$ cat config.mk
export PLATFORM = sky130hd
export DESIGN_NAME = qspi_flash_responder
export DESIGN_NICKNAME = d
export VERILOG_FILES = /design/src/rtl/qspi_flash_responder.sv
export SDC_FILE = /design/constraint.sdc
export NUM_CORES = 1
export LEC_CHECK = 0
export BUFFER_PORTS_ARGS = -buffer_cell sky130_fd_sc_hd__buf_2
export CAP_MARGIN = 20
export CORE_MARGIN = 2
export CORE_UTILIZATION = 45
export CTS_CLUSTER_DIAMETER = 40
export DETAILED_ROUTE_END_ITERATION = 8
export PLACE_DENSITY_LB_ADDON = 0.15
export RECOVER_POWER = 50
export SYNTH_ARGS = -nofsm -noshare
export SYNTH_HDL_FRONTEND = slang
export SYNTH_SLANG_ARGS = --single-unit
$ cat constraint.sdc
create_clock -name clk -period 3.5 [get_ports clk]
set_clock_uncertainty 0.15 [all_clocks]
set_input_delay 0 -clock clk [delete_from_list [all_inputs] [get_ports clk]]
set_output_delay 0 -clock clk [all_outputs]
set_load 0.01 [all_outputs]
$ cat src/rtl/qspi_flash_responder.sv
// Flash-device emulator answering serial (0x03), quad (0xEB) and JEDEC ID (0x9F) reads.
// The SPI clock is oversampled in the clk domain; IO changes on falling SPI edges.
module qspi_flash_responder #(
   parameter int unsigned ADDR_WIDTH   = 16,
   parameter int unsigned DUMMY_CYCLES = 6,
   parameter logic [23:0] JEDEC_ID     = 24'hEF4016
) (
   input  logic                  clk,
   input  logic                  reset,
   input  logic                  spi_clk,
   input  logic                  cs_n,
   input  logic                  data_in,
   output logic [3:0]            data_out,
   output logic [3:0]            data_oe,
   output logic [ADDR_WIDTH-1:0] mem_addr,
   output logic                  mem_rd,
   input  logic [7:0]            mem_data
);

   localparam int unsigned CNT_W = 5;

   typedef enum logic [2:0] {
      IDLE, CMD, ADDR, DUMMY, LOAD, DATA, ID, IGNORE
   } state_t;

   state_t                state, state_nxt;
   logic                  spi_clk_q;
   logic [CNT_W-1:0]      cnt, cnt_nxt;
   logic                  quad, quad_nxt;
   logic                  armed, armed_nxt;
   logic [23:0]           sr, sr_nxt;
   logic [7:0]            byte_sr, byte_sr_nxt;
   logic [7:0]            next_byte, next_byte_nxt;
   logic                  next_valid, next_valid_nxt;
   logic                  mem_rd_q, mem_rd_q_nxt;
   logic [3:0]            data_out_nxt, data_oe_nxt;
   logic [ADDR_WIDTH-1:0] mem_addr_nxt;
   logic                  mem_rd_nxt;
   logic                  load;

   logic        rise, fall, last_bit;
   logic [23:0] sr_in;
   logic [7:0]  fetch_byte;

   assign rise       = spi_clk & ~spi_clk_q & ~cs_n;
   assign fall       = ~spi_clk & spi_clk_q & ~cs_n;
   assign sr_in      = {sr[22:0], data_in};
   assign fetch_byte = mem_rd_q ? mem_data : next_byte;
   assign last_bit   = quad ? (cnt == CNT_W'(1)) : (cnt == CNT_W'(7));

   // Next-state and registered-output logic
   always_comb begin
      state_nxt      = state;
      cnt_nxt        = cnt;
      quad_nxt       = quad;
      armed_nxt      = armed;
      sr_nxt         = sr;
      byte_sr_nxt    = byte_sr;
      next_byte_nxt  = next_byte;
      next_valid_nxt = next_valid;
      mem_rd_q_nxt   = mem_rd;
      data_out_nxt   = data_out;
      data_oe_nxt    = data_oe;
      mem_addr_nxt   = mem_addr;
      mem_rd_nxt     = 1'b0;
      load           = 1'b0;

      // Read data arrives one clk after the strobe; park it until it is consumed
      if (mem_rd_q) begin
         next_byte_nxt  = mem_data;
         next_valid_nxt = 1'b1;
      end

      case (state)
         IDLE: begin
            if (!cs_n) begin
               state_nxt = CMD;
               cnt_nxt   = '0;
               quad_nxt  = 1'b0;
            end
         end
         CMD: begin
            if (rise) begin
               sr_nxt  = sr_in;
               cnt_nxt = cnt + CNT_W'(1);
               if (cnt == CNT_W'(7)) begin
                  cnt_nxt = '0;
                  case (sr_in[7:0])
                     8'h03: begin
                        state_nxt = ADDR;
                        quad_nxt  = 1'b0;
                     end
                     8'hEB: begin
                        state_nxt = ADDR;
                        quad_nxt  = 1'b1;
                     end
                     8'h9F: begin
                        state_nxt    = ID;
                        sr_nxt       = {JEDEC_ID[22:0], 1'b0};
                        data_out_nxt = {3'b000, JEDEC_ID[23]};
                        data_oe_nxt  = 4'b0001;
                        armed_nxt    = 1'b0;
                     end
                     default: state_nxt = IGNORE;
                  endcase
               end
            end
         end
         ADDR: begin
            if (rise) begin
               sr_nxt  = sr_in;
               cnt_nxt = cnt + CNT_W'(1);
               if (cnt == CNT_W'(23)) begin
                  cnt_nxt        = '0;
                  mem_addr_nxt   = sr_in[ADDR_WIDTH-1:0];
                  mem_rd_nxt     = 1'b1;
                  next_valid_nxt = 1'b0;
                  state_nxt      = (quad && DUMMY_CYCLES != 0) ? DUMMY : LOAD;
               end
            end
         end
         DUMMY: begin
            if (rise) begin
               if (cnt == CNT_W'(DUMMY_CYCLES - 1)) begin
                  cnt_nxt   = '0;
                  state_nxt = LOAD;
               end else begin
                  cnt_nxt = cnt + CNT_W'(1);
               end
            end
         end
         LOAD: begin
            if (mem_rd_q || next_valid) begin
               load      = 1'b1;
               armed_nxt = 1'b0;
               state_nxt = DATA;
            end
         end
         DATA: begin
            // Falls count only once a data rise has been seen, so the trailing
            // fall of the address/dummy phase never shifts the first bit away
            if (rise) begin
               armed_nxt = 1'b1;
            end else if (fall && armed) begin
               if (last_bit) begin
                  load = 1'b1;
               end else if (quad) begin
                  byte_sr_nxt  = {byte_sr[3:0], 4'b0000};
                  data_out_nxt = byte_sr[3:0];
                  cnt_nxt      = cnt + CNT_W'(1);
               end else begin
                  byte_sr_nxt  = {byte_sr[6:0], 1'b0};
                  data_out_nxt = {3'b000, byte_sr[6]};
                  cnt_nxt      = cnt + CNT_W'(1);
               end
            end
         end
         ID: begin
            if (rise) begin
               armed_nxt = 1'b1;
            end else if (fall && armed) begin
               sr_nxt       = {sr[22:0], 1'b0};
               data_out_nxt = {3'b000, sr[23]};
            end
         end
         IGNORE: begin
            data_oe_nxt = 4'b0000;
         end
         default: state_nxt = IDLE;
      endcase

      // Present a new byte and prefetch the following address
      if (load) begin
         byte_sr_nxt    = fetch_byte;
         data_out_nxt   = quad ? fetch_byte[7:4] : {3'b000, fetch_byte[7]};
         data_oe_nxt    = quad ? 4'b1111 : 4'b0001;
         cnt_nxt        = '0;
         mem_rd_nxt     = 1'b1;
         mem_addr_nxt   = mem_addr + ADDR_WIDTH'(1);
         next_valid_nxt = 1'b0;
      end

      // Deselect overrides everything, including an edge in the same clk
      if (cs_n) begin
         state_nxt      = IDLE;
         cnt_nxt        = '0;
         armed_nxt      = 1'b0;
         data_oe_nxt    = 4'b0000;
         data_out_nxt   = 4'b0000;
         mem_rd_nxt     = 1'b0;
         mem_rd_q_nxt   = 1'b0;
         next_valid_nxt = 1'b0;
      end
   end

   // State and output registers
   always_ff @(posedge clk or posedge reset) begin
      if (reset) begin
         state      <= IDLE;
         spi_clk_q  <= 1'b0;
         cnt        <= '0;
         quad       <= 1'b0;
         armed      <= 1'b0;
         sr         <= '0;
         byte_sr    <= '0;
         next_byte  <= '0;
         next_valid <= 1'b0;
         mem_rd_q   <= 1'b0;
         data_out   <= '0;
         data_oe    <= '0;
         mem_addr   <= '0;
         mem_rd     <= 1'b0;
      end else begin
         state      <= state_nxt;
         spi_clk_q  <= spi_clk;
         cnt        <= cnt_nxt;
         quad       <= quad_nxt;
         armed      <= armed_nxt;
         sr         <= sr_nxt;
         byte_sr    <= byte_sr_nxt;
         next_byte  <= next_byte_nxt;
         next_valid <= next_valid_nxt;
         mem_rd_q   <= mem_rd_q_nxt;
         data_out   <= data_out_nxt;
         data_oe    <= data_oe_nxt;
         mem_addr   <= mem_addr_nxt;
         mem_rd     <= mem_rd_nxt;
      end
   end

endmodule

==> results of run 1 <==
[final timing paths]
check	startpoint	endpoint	slack [ns]
min reg2reg	sr[17]	sr[17]	0.32
max reg2reg	cnt[0]	data_out[1]	0.78
max	cnt[0]	data_out[1]	0.78
min in group asynchronous	reset	mem_addr[2]	0.36
max in group asynchronous	reset	sr[16]	0.93
min	spi_clk	spi_clk_q	0.23
[layout by cell type (no fill, tap or decap), types with 3 or more instances in the layout]
| master | count |
|---|---|
| sky130_fd_sc_hd__a211o_1 | 4 |
| sky130_fd_sc_hd__a21oi_1 | 16 |
| sky130_fd_sc_hd__a221o_1 | 5 |
| sky130_fd_sc_hd__a31oi_1 | 3 |
| sky130_fd_sc_hd__and2_1 | 4 |
| sky130_fd_sc_hd__buf_2 | 11 |
| sky130_fd_sc_hd__buf_4 | 9 |
| sky130_fd_sc_hd__clkbuf_1 | 29 |
| sky130_fd_sc_hd__clkbuf_8 | 10 |
| sky130_fd_sc_hd__dfrtp_1 | 75 |
| sky130_fd_sc_hd__dlygate4sd3_1 | 12 |
| sky130_fd_sc_hd__ha_1 | 3 |
| sky130_fd_sc_hd__inv_1 | 10 |
| sky130_fd_sc_hd__mux2_1 | 9 |
| sky130_fd_sc_hd__mux2_2 | 3 |
| sky130_fd_sc_hd__mux2i_1 | 5 |
| sky130_fd_sc_hd__nand2_1 | 83 |
| sky130_fd_sc_hd__nand2b_1 | 5 |
| sky130_fd_sc_hd__nand3_1 | 28 |
| sky130_fd_sc_hd__nand4_1 | 4 |
| sky130_fd_sc_hd__nor2_1 | 29 |
| sky130_fd_sc_hd__nor2b_1 | 3 |
| sky130_fd_sc_hd__nor3_1 | 13 |
| sky130_fd_sc_hd__nor3b_1 | 5 |
| sky130_fd_sc_hd__nor4_1 | 9 |
| sky130_fd_sc_hd__o211ai_1 | 4 |
| sky130_fd_sc_hd__o21a_1 | 3 |
| sky130_fd_sc_hd__o21ai_0 | 16 |
| sky130_fd_sc_hd__o21ai_1 | 19 |
| sky130_fd_sc_hd__o22ai_1 | 4 |
| sky130_fd_sc_hd__o31ai_1 | 3 |
| sky130_fd_sc_hd__o32ai_1 | 3 |
| sky130_fd_sc_hd__or2_1 | 3 |
| sky130_fd_sc_hd__or3_1 | 3 |
[metrics by stage]
| stage | utilization | std cells |
|---|---|---|
| global placement | 0.493 | 576 |
| global route | 0.529 | 604 |
| finish | 0.529 | 604 |
| CTS | 0.534 | 604 |
| floorplan | - | 449 |
| detailed placement | 0.493 | 576 |
[registers in the layout (all words and copies together), names as in the netlist]
signal	count
mem_rd	1
byte_sr	7
state	3
mem_rd_q	1
cnt	5
data_out	4
mem_addr	16
sr	24
quad	1
spi_clk_q	1
armed	1
data_oe	2
next_valid	1
next_byte	8
[layout make-up]
cell class	instances	area, µm²
fill	822	4130
multi-input combinational	333	2000
sequential	75	1880
timing repair buffer	61	352
clock buffer	10	138
tap	108	135
clock inverter	6	96.3
inverter	11	41.3
[power by group through the flow]
stage | clock network (mW) | logic (mW) | registers [mW]
after CTS | 0.799 | 0.585 | 1.14
final | 0.780 | 0.577 | 1.14
after global placement | 0 | 0.563 | 1.15
after floorplan | 0 | 0.504 | 1.09
after detailed placement | 0 | 0.571 | 1.16
after global routing | 0.837 | 0.659 | 1.16
[worst max-delay path: cells and delay by family (launching register included)]
kind            cells  cell delay, ns
buf+inv             1            0.28
fa+ha+maj           1            0.30
mux                 1            0.29
compound gates      3            0.92
flops               1            0.43
simple gates        1            0.24
[per-layer routing]
layer	track usage	part of all wire
met1	0.292	0.46
met2	0.340	0.47
met3	0.0478	0.051
met4	0.0674	0.014
met5	0	0
[logic make-up after synthesis]
family / synth area share
adder cells (fa/ha/maj): 0.00918
AND/OR/NAND/NOR: 0.249
buffers and inverters: 0.0532
AO/OA/AOI/OAI: 0.184
multiplexers: 0.0453
flip-flops: 0.459
==> flow_results.xml, run 1 <==
<?xml version="1.0" encoding="UTF-8"?>
<metrics>
  <group name="clocking">
    <metric name="cts.sinks" unit="">75</metric>
    <metric name="tritoncts.num_buffers" unit="">9</metric>
    <metric name="cts-root-to-sink-buffers" unit="">2</metric>
    <metric name="cts.hold.buffers_added" unit="">12</metric>
    <metric name="tritoncts" unit="">yes</metric>
    <metric name="clock_tree.htree_level_count" unit="">3</metric>
    <metric name="cts.clk_slew.worst_paths" unit="ns">0.09</metric>
    <metric name="cts.repair.resized" unit="">0</metric>
    <metric name="post_cts_setup_buffer_count" unit="">0</metric>
    <metric name="cts.root.buffer_cell" unit="">sky130_fd_sc_hd__clkbuf_8</metric>
    <metric name="clk-insertion-delay-late" unit="ns">0.36</metric>
  </group>
  <group name="yosys">
    <metric name="warnings_from_yosys" unit="">0</metric>
    <metric name="yosys_cell_types" unit="">67</metric>
    <metric name="postSynthAreaPerCell" unit="µm²">9.11</metric>
    <metric name="synthArstFlopShare" unit="">1.00</metric>
    <metric name="syn_area" unit="µm²">4090</metric>
    <metric name="cell_type_with_the_largest_total_area_after_synthesis" unit="">sky130_fd_sc_hd__dfrtp_1</metric>
    <metric name="yosys_register_bits" unit="">75</metric>
    <metric name="yosysSeqAreaShare" unit="">0.459</metric>
    <metric name="synth_flop_cell" unit="">sky130_fd_sc_hd__dfrtp_1</metric>
    <metric name="post_synth_inst_count" unit="">449</metric>
    <metric name="synth_edf_count" unit="">0</metric>
    <metric name="synth_most_common_cell" unit="">sky130_fd_sc_hd__nand2_1</metric>
    <metric name="netlist_top_cells_count" unit="">83 x sky130_fd_sc_hd__nand2_1, 75 x sky130_fd_sc_hd__dfrtp_1, 29 x sky130_fd_sc_hd__nor2_1</metric>
    <metric name="post-synth-top-area-fraction" unit="">0.459</metric>
    <metric name="synthesis.nets" unit="">465</metric>
    <metric name="synth_top_cells_by_area" unit="">sky130_fd_sc_hd__dfrtp_1 46%, sky130_fd_sc_hd__nand2_1 7.6%, sky130_fd_sc_hd__nand3_1 3.4%, sky130_fd_sc_hd__nor2_1 2.7%, sky130_fd_sc_hd__mux2_2 2.5%</metric>
  </group>
  <group name="setup_path">
    <metric name="crit_path_cell_trace" unit="">ha_1, and3b_1, o2111a_1, o21a_1, buf_4, a32o_1, mux2_1</metric>
    <metric name="worstSetupStartpointType" unit="">register</metric>
    <metric name="worst_path_largest_cell_delay" unit="ns">0.43</metric>
    <metric name="critPathSlowestCell" unit="">sky130_fd_sc_hd__dfrtp_1</metric>
    <metric name="timing.critical_path.fanout_max" unit="">11</metric>
    <metric name="cp_data_required_time" unit="ns">3.58</metric>
    <metric name="crit_type" unit="">reg -&gt; reg</metric>
    <metric name="r2r.worst_path.cells" unit="">7</metric>
    <metric name="critical_path_arrival" unit="ns">2.80</metric>
    <metric name="worstSetupEndpointType" unit="">register</metric>
  </group>
  <group name="sta">
    <metric name="rsz0062_at_grt" unit="">false</metric>
    <metric name="fmax" unit="MHz">368</metric>
    <metric name="layout_setup_ws" unit="ns">0.784</metric>
    <metric name="fin_worst_hold_slack" unit="ns">0.231</metric>
    <metric name="period_minus_slack" unit="ns">2.72</metric>
    <metric name="worst_pin_slew" unit="ns">1.44</metric>
    <metric name="hold_violations" unit="">0</metric>
    <metric name="setup_viol" unit="">0</metric>
    <metric name="timing.slew.headroom" unit="">0.0411</metric>
    <metric name="setup_tns" unit="ns">0</metric>
    <metric name="report.final.slew_viol_count" unit="">0</metric>
    <metric name="timing.final.crit_share" unit="">0.776</metric>
  </group>
  <group name="die">
    <metric name="core_ar" unit="µm²">8760</metric>
    <metric name="number_of_placed_i_o_pins" unit="">38</metric>
    <metric name="row_count" unit="">34</metric>
    <metric name="initial_utilization" unit="">0.467</metric>
    <metric name="floorplan.die.width" unit="µm">99.3</metric>
    <metric name="die_area" unit="µm²">9870</metric>
    <metric name="die-height" unit="µm">99.3</metric>
  </group>
  <group name="flow_run">
    <metric name="drv.max_cap_violation_count" unit="">0</metric>
  </group>
  <group name="power">
    <metric name="power.ir.vdd_worst" unit="V">0.000348</metric>
    <metric name="clock_power_share" unit="">0.312</metric>
    <metric name="finalPower" unit="mW">2.50</metric>
    <metric name="sw_frac_of_total" unit="">0.345</metric>
    <metric name="power.static_leakage" unit="nW">2.06</metric>
    <metric name="p_switching" unit="mW">0.862</metric>
    <metric name="power_frac_seq" unit="">0.457</metric>
    <metric name="p_comb_frac" unit="">0.231</metric>
    <metric name="pwr_density_cell" unit="nW/µm²">540</metric>
    <metric name="power_report.internal_total" unit="mW">1.64</metric>
  </group>
  <group name="finish">
    <metric name="final_nets" unit="">507</metric>
    <metric name="layout_area_overhead" unit="%">13.3</metric>
    <metric name="final_cell_area" unit="µm²">4630</metric>
    <metric name="drive_gt1_frac" unit="">0.105</metric>
    <metric name="antennaDiodeCount" unit="">0</metric>
  </group>
  <group name="outcome">
    <metric name="outcome" unit="">finished clean</metric>
  </group>
  <group name="detailed_routing">
    <metric name="detail_route.drc_violations" unit="">0</metric>
    <metric name="via_per_inst" unit="">5.95</metric>
    <metric name="wl_per_cell" unit="µm">16.4</metric>
    <metric name="dr.pass1.iters" unit="">7</metric>
    <metric name="antenna_violating_nets_post_route" unit="">0</metric>
    <metric name="drtIter0Drc" unit="">236</metric>
    <metric name="wirelength" unit="mm">9.90</metric>
    <metric name="dr_total_vias" unit="">3596</metric>
  </group>
  <group name="placed_design">
    <metric name="input_output_buffers" unit="">37</metric>
    <metric name="detailedPlacementHpwl" unit="mm">6.91</metric>
    <metric name="dpl-instance-area" unit="µm²">4320</metric>
    <metric name="place.gp.congestion" unit="">0.893</metric>
    <metric name="worst_setup_slack_post_dpl" unit="ns">0.801</metric>
  </group>
  <group name="global_route">
    <metric name="grt_util_all_layers" unit="">0.213</metric>
    <metric name="antenna_found_initial" unit="">0</metric>
    <metric name="grt_remaining_overflow" unit="">0</metric>
    <metric name="grt_pass1_vias" unit="">3430</metric>
    <metric name="grt_pass1_wl" unit="mm">17.0</metric>
    <metric name="pin_count_of_the_biggest_net_entering_global_routing" unit="">33</metric>
  </group>
  <group name="min_path">
    <metric name="timing.hold.worst_path_depth" unit="">2</metric>
    <metric name="worstHoldPathType" unit="">in -&gt; reg</metric>
  </group>
</metrics>
(Power assumes the default switching activity.)
==> run 2: changes to the inputs <==
Settings changed: ABC_AREA set to 1.
Clock period 3.5 ns to 2.22 ns, I/O delays scaled along.
==> flow_results.xml, run 2 <==
<?xml version="1.0" encoding="UTF-8"?>
<metrics>
  <group name="yosys">
    <metric name="yosys_cell_types" unit="">41</metric>
    <metric name="post-synth-top-area-fraction" unit="">0.441</metric>
    <metric name="cell_type_with_the_largest_total_area_after_synthesis" unit="">sky130_fd_sc_hd__dfrtp_1</metric>
    <metric name="post_synth_inst_count" unit="">546</metric>
    <metric name="synth_most_common_cell" unit="">sky130_fd_sc_hd__nand2_1</metric>
    <metric name="postSynthAreaPerCell" unit="µm²">7.79</metric>
    <metric name="yosys_register_bits" unit="">75</metric>
    <metric name="syn_area" unit="µm²">4260</metric>
    <metric name="netlist_top_cells_count" unit="">133 x sky130_fd_sc_hd__nand2_1, 75 x sky130_fd_sc_hd__dfrtp_1, 58 x sky130_fd_sc_hd__inv_1</metric>
    <metric name="warnings_from_yosys" unit="">0</metric>
    <metric name="synthesis.nets" unit="">562</metric>
    <metric name="synthArstFlopShare" unit="">1.00</metric>
    <metric name="synth_flop_cell" unit="">sky130_fd_sc_hd__dfrtp_1</metric>
    <metric name="synth_edf_count" unit="">0</metric>
    <metric name="yosysSeqAreaShare" unit="">0.441</metric>
    <metric name="synth_top_cells_by_area" unit="">sky130_fd_sc_hd__dfrtp_1 44%, sky130_fd_sc_hd__nand2_1 12%, sky130_fd_sc_hd__nand3_1 6.4%, sky130_fd_sc_hd__inv_1 5.1%, sky130_fd_sc_hd__nor2_1 4.8%</metric>
  </group>
  <group name="sta">
    <metric name="setup_tns" unit="ns">0</metric>
    <metric name="timing.slew.headroom" unit="">0.392</metric>
    <metric name="hold_violations" unit="">0</metric>
    <metric name="timing.final.crit_share" unit="">0.906</metric>
    <metric name="setup_viol" unit="">0</metric>
    <metric name="worst_pin_slew" unit="ns">0.910</metric>
    <metric name="report.final.slew_viol_count" unit="">0</metric>
    <metric name="period_minus_slack" unit="ns">2.01</metric>
    <metric name="fmax" unit="MHz">497</metric>
  </group>
  <group name="global_route">
    <metric name="antenna_found_initial" unit="">0</metric>
    <metric name="grt_pass1_wl" unit="mm">17.3</metric>
    <metric name="grt_pass1_vias" unit="">3585</metric>
    <metric name="pin_count_of_the_biggest_net_entering_global_routing" unit="">49</metric>
    <metric name="grt_remaining_overflow" unit="">0</metric>
    <metric name="grt_util_all_layers" unit="">0.213</metric>
  </group>
  <group name="detailed_routing">
    <metric name="detail_route.drc_violations" unit="">0</metric>
    <metric name="wl_per_cell" unit="µm">14.3</metric>
    <metric name="length_of_routed_wiring_on_met1" unit="mm">4.79</metric>
    <metric name="dr.pass1.iters" unit="">5</metric>
    <metric name="dr_total_vias" unit="">3791</metric>
    <metric name="routed_length_on_met3" unit="µm">389</metric>
    <metric name="wirelength" unit="mm">10.3</metric>
    <metric name="highest-signal-layer" unit="">met4</metric>
    <metric name="via_per_inst" unit="">5.25</metric>
    <metric name="antenna_violating_nets_post_route" unit="">0</metric>
    <metric name="drtIter0Drc" unit="">163</metric>
    <metric name="met2_wirelength_from_detailed_routing" unit="mm">4.96</metric>
  </group>
  <group name="clocking">
    <metric name="cts.sinks" unit="">75</metric>
    <metric name="tritoncts.num_buffers" unit="">9</metric>
    <metric name="cts.root.buffer_cell" unit="">sky130_fd_sc_hd__clkbuf_8</metric>
    <metric name="cts.clk_slew.worst_paths" unit="ns">0.09</metric>
    <metric name="cts-root-to-sink-buffers" unit="">2</metric>
    <metric name="clock_tree.htree_level_count" unit="">3</metric>
    <metric name="tritoncts" unit="">yes</metric>
    <metric name="clk-insertion-delay-late" unit="ns">0.36</metric>
  </group>
  <group name="setup_path">
    <metric name="cp_data_required_time" unit="ns">2.31</metric>
    <metric name="timing.rr.start" unit="">cnt[0]</metric>
    <metric name="timing.critical_path.fanout_max" unit="">16</metric>
    <metric name="worstSetupStartpoint" unit="">cnt[0]</metric>
    <metric name="worstSetupEndpointType" unit="">register</metric>
    <metric name="rr_endpoint" unit="">mem_addr[5]</metric>
    <metric name="setup.worst_path.end" unit="">mem_addr[5]</metric>
    <metric name="worstSetupStartpointType" unit="">register</metric>
    <metric name="critical_path_arrival" unit="ns">2.10</metric>
    <metric name="crit_type" unit="">reg -&gt; reg</metric>
    <metric name="r2r.worst_path.cells" unit="">10</metric>
    <metric name="ff2ff_setup_slack" unit="ns">0.21</metric>
  </group>
  <group name="die">
    <metric name="number_of_placed_i_o_pins" unit="">38</metric>
    <metric name="row_count" unit="">35</metric>
    <metric name="initial_utilization" unit="">0.463</metric>
    <metric name="floorplan.die.width" unit="µm">101</metric>
    <metric name="die-height" unit="µm">101</metric>
    <metric name="core_ar" unit="µm²">9200</metric>
    <metric name="die_area" unit="µm²">10300</metric>
  </group>
  <group name="finish">
    <metric name="most-common-layout-cells" unit="">133 x sky130_fd_sc_hd__nand2_1, 74 x sky130_fd_sc_hd__dfrtp_1, 58 x sky130_fd_sc_hd__inv_1, 54 x sky130_fd_sc_hd__nand3_1, 52 x sky130_fd_sc_hd__nor2_1</metric>
    <metric name="layout_area_overhead" unit="%">15.1</metric>
    <metric name="drive_gt1_frac" unit="">0.170</metric>
    <metric name="antennaDiodeCount" unit="">0</metric>
    <metric name="registers.top_by_ff_count" unit="">sr</metric>
    <metric name="reg.largest.list" unit="">sr (24), mem_addr (16), next_byte (8)</metric>
    <metric name="largest_reg_flops" unit="">24</metric>
    <metric name="final_nets" unit="">622</metric>
    <metric name="layout_commonest_cell" unit="">sky130_fd_sc_hd__nand2_1</metric>
  </group>
  <group name="placed_design">
    <metric name="input_output_buffers" unit="">37</metric>
    <metric name="place.gp.congestion" unit="">0.893</metric>
    <metric name="detailedPlacementHpwl" unit="mm">7.44</metric>
  </group>
  <group name="power">
    <metric name="pwr_density_cell" unit="nW/µm²">920</metric>
    <metric name="power.ir.vdd_worst" unit="V">0.000476</metric>
    <metric name="power.static_leakage" unit="nW">2.39</metric>
    <metric name="finalPower" unit="mW">4.50</metric>
  </group>
  <group name="flow_run">
    <metric name="drv.max_cap_violation_count" unit="">0</metric>
  </group>
  <group name="outcome">
    <metric name="outcome" unit="">finished clean</metric>
  </group>
  <group name="min_path">
    <metric name="worstHoldPathType" unit="">in -&gt; reg</metric>
  </group>
</metrics>
==> run 2: how the worst min path moves through the flow <==
stage | from | endpoint | slack, ns | depth (start not counted)
after floorplan | spi_clk | spi_clk_q | -0.12 | 0
final | spi_clk | spi_clk_q | 0.19 | 2
after CTS | reset | mem_addr[11] | 0.11 | 3
after global placement | reset | mem_addr[6] | -0.06 | 2
after global routing | spi_clk | spi_clk_q | 0.19 | 2
after detailed placement | reset | mem_addr[5] | -0.05 | 2
==> run 2: routing by layer <==
| metal | global-route usage | vias to the layer above |
|---|---|---|
| met5 | 0 | - |
| met4 | 0.0696 | 0 |
| met3 | 0.0380 | 16 |
| met2 | 0.359 | 90 |
| met1 | 0.280 | 1782 |
| li1 | - | 1903 |
==> run 2: area by class of cell <==
type                    count  area, µm²
fillers                   888       4300
flip-flops and latches     75       1880
multi-input cells         384       1990
repair buffers             68        443
inverters                  68        258
clock inverters             6       48.8
clock buffers              10        138
well taps                 111        139
==> run 2: worst max-delay path, cell delays in order (launching register included) <==
cell	delay (ns)
sky130_fd_sc_hd__dfrtp_2	0.45
sky130_fd_sc_hd__ha_1	0.23
sky130_fd_sc_hd__nand2_2	0.09
sky130_fd_sc_hd__inv_2	0.06
sky130_fd_sc_hd__nand3_1	0.08
sky130_fd_sc_hd__nand2_2	0.09
sky130_fd_sc_hd__nand3_1	0.10
sky130_fd_sc_hd__nand2_1	0.14
sky130_fd_sc_hd__buf_4	0.24
sky130_fd_sc_hd__a22oi_1	0.16
sky130_fd_sc_hd__o21ai_0	0.11
==> run 2: timing repair <==
action                                  CTS  global route
endpoints found under the setup margin    0            25
hold buffers                             12             0
gates resized for setup                   0             6
setup buffers                             0             1
endpoints found under the hold margin    98             0
==> run 2: cells by family (layout without fill, tap and decap cells) <==
group,Yosys count,in the layout,synth area share
buffers and inverters,87,152,0.0944
and+or+nand+nor,282,282,0.296
xor gates and xnor gates,12,12,0.0247
AOI/OAI and AO/OA,81,81,0.120
adders and majority gates,3,3,0.00882
DFF,75,75,0.441
muxes,6,6,0.0156
==> run 2: per-stage QoR <==
stage / util / setup slack (ns) / cells / hold WS, ns / area (µm²)
floorplan: - / 0.160 / 546 / -0.119 / 4260
global placement: 0.501 / 0.188 / 693 / -0.0618 / 4610
detailed placement: 0.501 / 0.144 / 693 / -0.0544 / 4610
CTS: 0.534 / 0.113 / 721 / 0.106 / 4910
global route: 0.532 / -0.0217 / 722 / 0.193 / 4900
finish: 0.532 / 0.208 / 722 / 0.191 / 4900
==> run 2: power by group <==
part	switching (mW)	internal, mW
combinational	0.989	0.575
sequential	0.264	1.67
clock	0.563	0.444
total	1.82	2.69
==> run 3: changes to the inputs <==
Settings changed: CORE_UTILIZATION 45 to 54.
==> flow_results.xml, run 3 (synthesized netlist as in run 2, its figures left out) <==
<?xml version="1.0" encoding="UTF-8"?>
<metrics>
  <group name="sta">
    <metric name="worst_pin_slew" unit="ns">0.807</metric>
    <metric name="rsz0062_at_grt" unit="">true</metric>
    <metric name="timing.final.crit_share" unit="">0.921</metric>
    <metric name="hold_violations" unit="">0</metric>
    <metric name="setup_viol" unit="">0</metric>
    <metric name="timing.slew.headroom" unit="">0.462</metric>
    <metric name="period_minus_slack" unit="ns">2.04</metric>
    <metric name="report.final.slew_viol_count" unit="">0</metric>
    <metric name="fmax" unit="MHz">489</metric>
  </group>
  <group name="setup_path">
    <metric name="crit_path_cell_trace" unit="">ha_2, nand2_2, inv_2, nand3_1, nand2_2, nand2_1, nand4_1, nor2_1, nor2_2, nand2_2, nand2_1, nand2_1</metric>
    <metric name="worstSetupStartpointType" unit="">register</metric>
    <metric name="worst_path_largest_cell_delay" unit="ns">0.43</metric>
    <metric name="crit_type" unit="">reg -&gt; reg</metric>
    <metric name="critical_path_arrival" unit="ns">2.14</metric>
    <metric name="cp_data_required_time" unit="ns">2.31</metric>
    <metric name="critical_path.n_buffers_inverters" unit="">1</metric>
    <metric name="critPathSlowestCell" unit="">sky130_fd_sc_hd__dfrtp_1</metric>
    <metric name="timing.critical_path.fanout_max" unit="">6</metric>
    <metric name="worstSetupEndpointType" unit="">register</metric>
    <metric name="timing.critical_path.max_delay_family" unit="">simple AND/OR/NAND/NOR gates</metric>
  </group>
  <group name="global_route">
    <metric name="grt_pass1_wl" unit="mm">17.3</metric>
    <metric name="grt_pass1_vias" unit="">3713</metric>
    <metric name="grt_remaining_overflow" unit="">0</metric>
    <metric name="grt_util_all_layers" unit="">0.252</metric>
    <metric name="pin_count_of_the_biggest_net_entering_global_routing" unit="">49</metric>
    <metric name="antenna_found_initial" unit="">0</metric>
  </group>
  <group name="finish">
    <metric name="final_core_utilization" unit="">0.637</metric>
    <metric name="registers.top_by_ff_count" unit="">sr</metric>
    <metric name="drive_gt1_frac" unit="">0.144</metric>
    <metric name="regArea" unit="µm²">1880</metric>
    <metric name="total_area_of_multi_input_combinational_cells" unit="µm²">1990</metric>
    <metric name="layout_commonest_cell" unit="">sky130_fd_sc_hd__nand2_1</metric>
    <metric name="fill_cells" unit="">709</metric>
    <metric name="antennaDiodeCount" unit="">0</metric>
    <metric name="reg.largest.list" unit="">sr (24), mem_addr (16), next_byte (8)</metric>
    <metric name="largest_reg_flops" unit="">24</metric>
    <metric name="final_nets" unit="">620</metric>
    <metric name="most-common-layout-cells" unit="">132 x sky130_fd_sc_hd__nand2_1, 74 x sky130_fd_sc_hd__dfrtp_1, 58 x sky130_fd_sc_hd__inv_1, 54 x sky130_fd_sc_hd__nand3_1, 52 x sky130_fd_sc_hd__nor2_1</metric>
    <metric name="layout_area_overhead" unit="%">15.1</metric>
  </group>
  <group name="clocking">
    <metric name="cts.root.buffer_cell" unit="">sky130_fd_sc_hd__clkbuf_8</metric>
    <metric name="cts.clk_slew.worst_paths" unit="ns">0.09</metric>
    <metric name="cts.sinks" unit="">75</metric>
    <metric name="tritoncts" unit="">yes</metric>
    <metric name="clock_tree.htree_level_count" unit="">3</metric>
    <metric name="clk-insertion-delay-late" unit="ns">0.36</metric>
    <metric name="cts-root-to-sink-buffers" unit="">2</metric>
    <metric name="tritoncts.num_buffers" unit="">9</metric>
  </group>
  <group name="outcome">
    <metric name="outcome" unit="">finished clean</metric>
  </group>
  <group name="placed_design">
    <metric name="place.gp.congestion" unit="">0.949</metric>
    <metric name="input_output_buffers" unit="">37</metric>
    <metric name="detailedPlacementHpwl" unit="mm">7.33</metric>
  </group>
  <group name="die">
    <metric name="core_ar" unit="µm²">7690</metric>
    <metric name="initial_utilization" unit="">0.554</metric>
    <metric name="number_of_placed_i_o_pins" unit="">38</metric>
    <metric name="floorplan.die.width" unit="µm">92.8</metric>
    <metric name="row_count" unit="">32</metric>
    <metric name="die-height" unit="µm">92.8</metric>
    <metric name="die_area" unit="µm²">8610</metric>
  </group>
  <group name="detailed_routing">
    <metric name="wirelength" unit="mm">10.3</metric>
    <metric name="dr_total_vias" unit="">3871</metric>
    <metric name="wl_per_cell" unit="µm">14.4</metric>
    <metric name="antenna_violating_nets_post_route" unit="">0</metric>
    <metric name="dr.pass1.iters" unit="">4</metric>
    <metric name="via_per_inst" unit="">5.44</metric>
    <metric name="detail_route.drc_violations" unit="">0</metric>
    <metric name="drtIter0Drc" unit="">221</metric>
  </group>
  <group name="flow_run">
    <metric name="drv.max_cap_violation_count" unit="">0</metric>
  </group>
  <group name="power">
    <metric name="pwr_density_cell" unit="nW/µm²">959</metric>
    <metric name="finalPower" unit="mW">4.70</metric>
    <metric name="power.ir.vdd_worst" unit="V">0.000791</metric>
    <metric name="power.static_leakage" unit="nW">2.36</metric>
  </group>
  <group name="min_path">
    <metric name="worstHoldPathType" unit="">in -&gt; async</metric>
  </group>
</metrics>
==> run 3: changes by cell type in the layout (fill, tap and decap cells not counted), moves of 2 or more <==
cell and delta:
sky130_fd_sc_hd__bufinv_16 +2, sky130_fd_sc_hd__clkbuf_1 +16, sky130_fd_sc_hd__clkinv_4 -2, sky130_fd_sc_hd__buf_4 -2, sky130_fd_sc_hd__buf_2 -15, sky130_fd_sc_hd__clkinvlp_4 -3
==> run 3: worst paths after layout <==
check                            startpoint          end  slack (ns)  cells after the start
worst min-delay path                  reset  mem_addr[7]        0.18                      3
worst max-delay path                 cnt[1]       cnt[3]        0.18                     12
min in group clk                    spi_clk    spi_clk_q        0.20                      2
worst min register to register  data_out[2]  data_out[2]        0.33                      2
worst max register to register       cnt[1]       cnt[3]        0.18                     12
max in group asynchronous             reset       cnt[0]        0.42                      4
==> run 3: final cells by class <==
cell class	count	area share
flip-flops and latches	75	0.383
inverters	68	0.0526
well taps	102	0.0261
repair buffers	66	0.0853
clock inverters	5	0.0169
multi-input cells	384	0.407
clock buffers	11	0.0289
==> run 3: worst reg2reg max path, stage by stage, from the launching register on <==
cell	delay, ns
sky130_fd_sc_hd__dfrtp_1	0.43
sky130_fd_sc_hd__ha_2	0.22
sky130_fd_sc_hd__nand2_2	0.07
sky130_fd_sc_hd__inv_2	0.10
sky130_fd_sc_hd__nand3_1	0.09
sky130_fd_sc_hd__nand2_2	0.12
sky130_fd_sc_hd__nand2_1	0.07
sky130_fd_sc_hd__nand4_1	0.12
sky130_fd_sc_hd__nor2_1	0.07
sky130_fd_sc_hd__nor2_2	0.24
sky130_fd_sc_hd__nand2_2	0.13
sky130_fd_sc_hd__nand2_1	0.08
sky130_fd_sc_hd__nand2_1	0.05
==> run 3: repair_timing <==
item | in CTS | in global routing
setup endpoints to repair | 0 | 19
buffers inserted | 0 | 1
endpoints found under the hold margin | 97 | 0
hold buffers | 12 | 0
resized for setup | 0 | 6
==> run 3: where the power goes <==
group / total (mW) / internal [mW] / leakage, nW / switching [mW]
combinational: 1.55 / 0.554 / 1.29 / 1.00
clock: 1.20 / 0.671 / 0.114 / 0.534
sequential: 1.94 / 1.67 / 0.951 / 0.270
==> run 3: per-layer routing <==
layer  global-route usage  vias to the layer above  share of wire
met5                    0                        -              0
met3               0.0415                       30          0.055
met4                0.103                        0          0.026
met2                0.419                      138           0.48
met1                0.328                     1796           0.44
li1                     -                     1907              -
==> run 3: through the flow <==
| step | area, µm² | hold slack [ns] | worst slack [ns] | instances | setup TNS (ns) |
|---|---|---|---|---|---|
| after detailed placement | 4580 | -0.108 | 0.168 | 682 | 0 |
| after floorplan | 4260 | -0.119 | 0.160 | 546 | 0 |
| after CTS | 4930 | 0.0566 | 0.112 | 710 | 0 |
| after global routing | 4900 | 0.220 | -0.0115 | 711 | -0.0258 |
| final | 4900 | 0.178 | 0.176 | 711 | 0 |
| after global placement | 4580 | -0.120 | 0.245 | 682 | 0 |
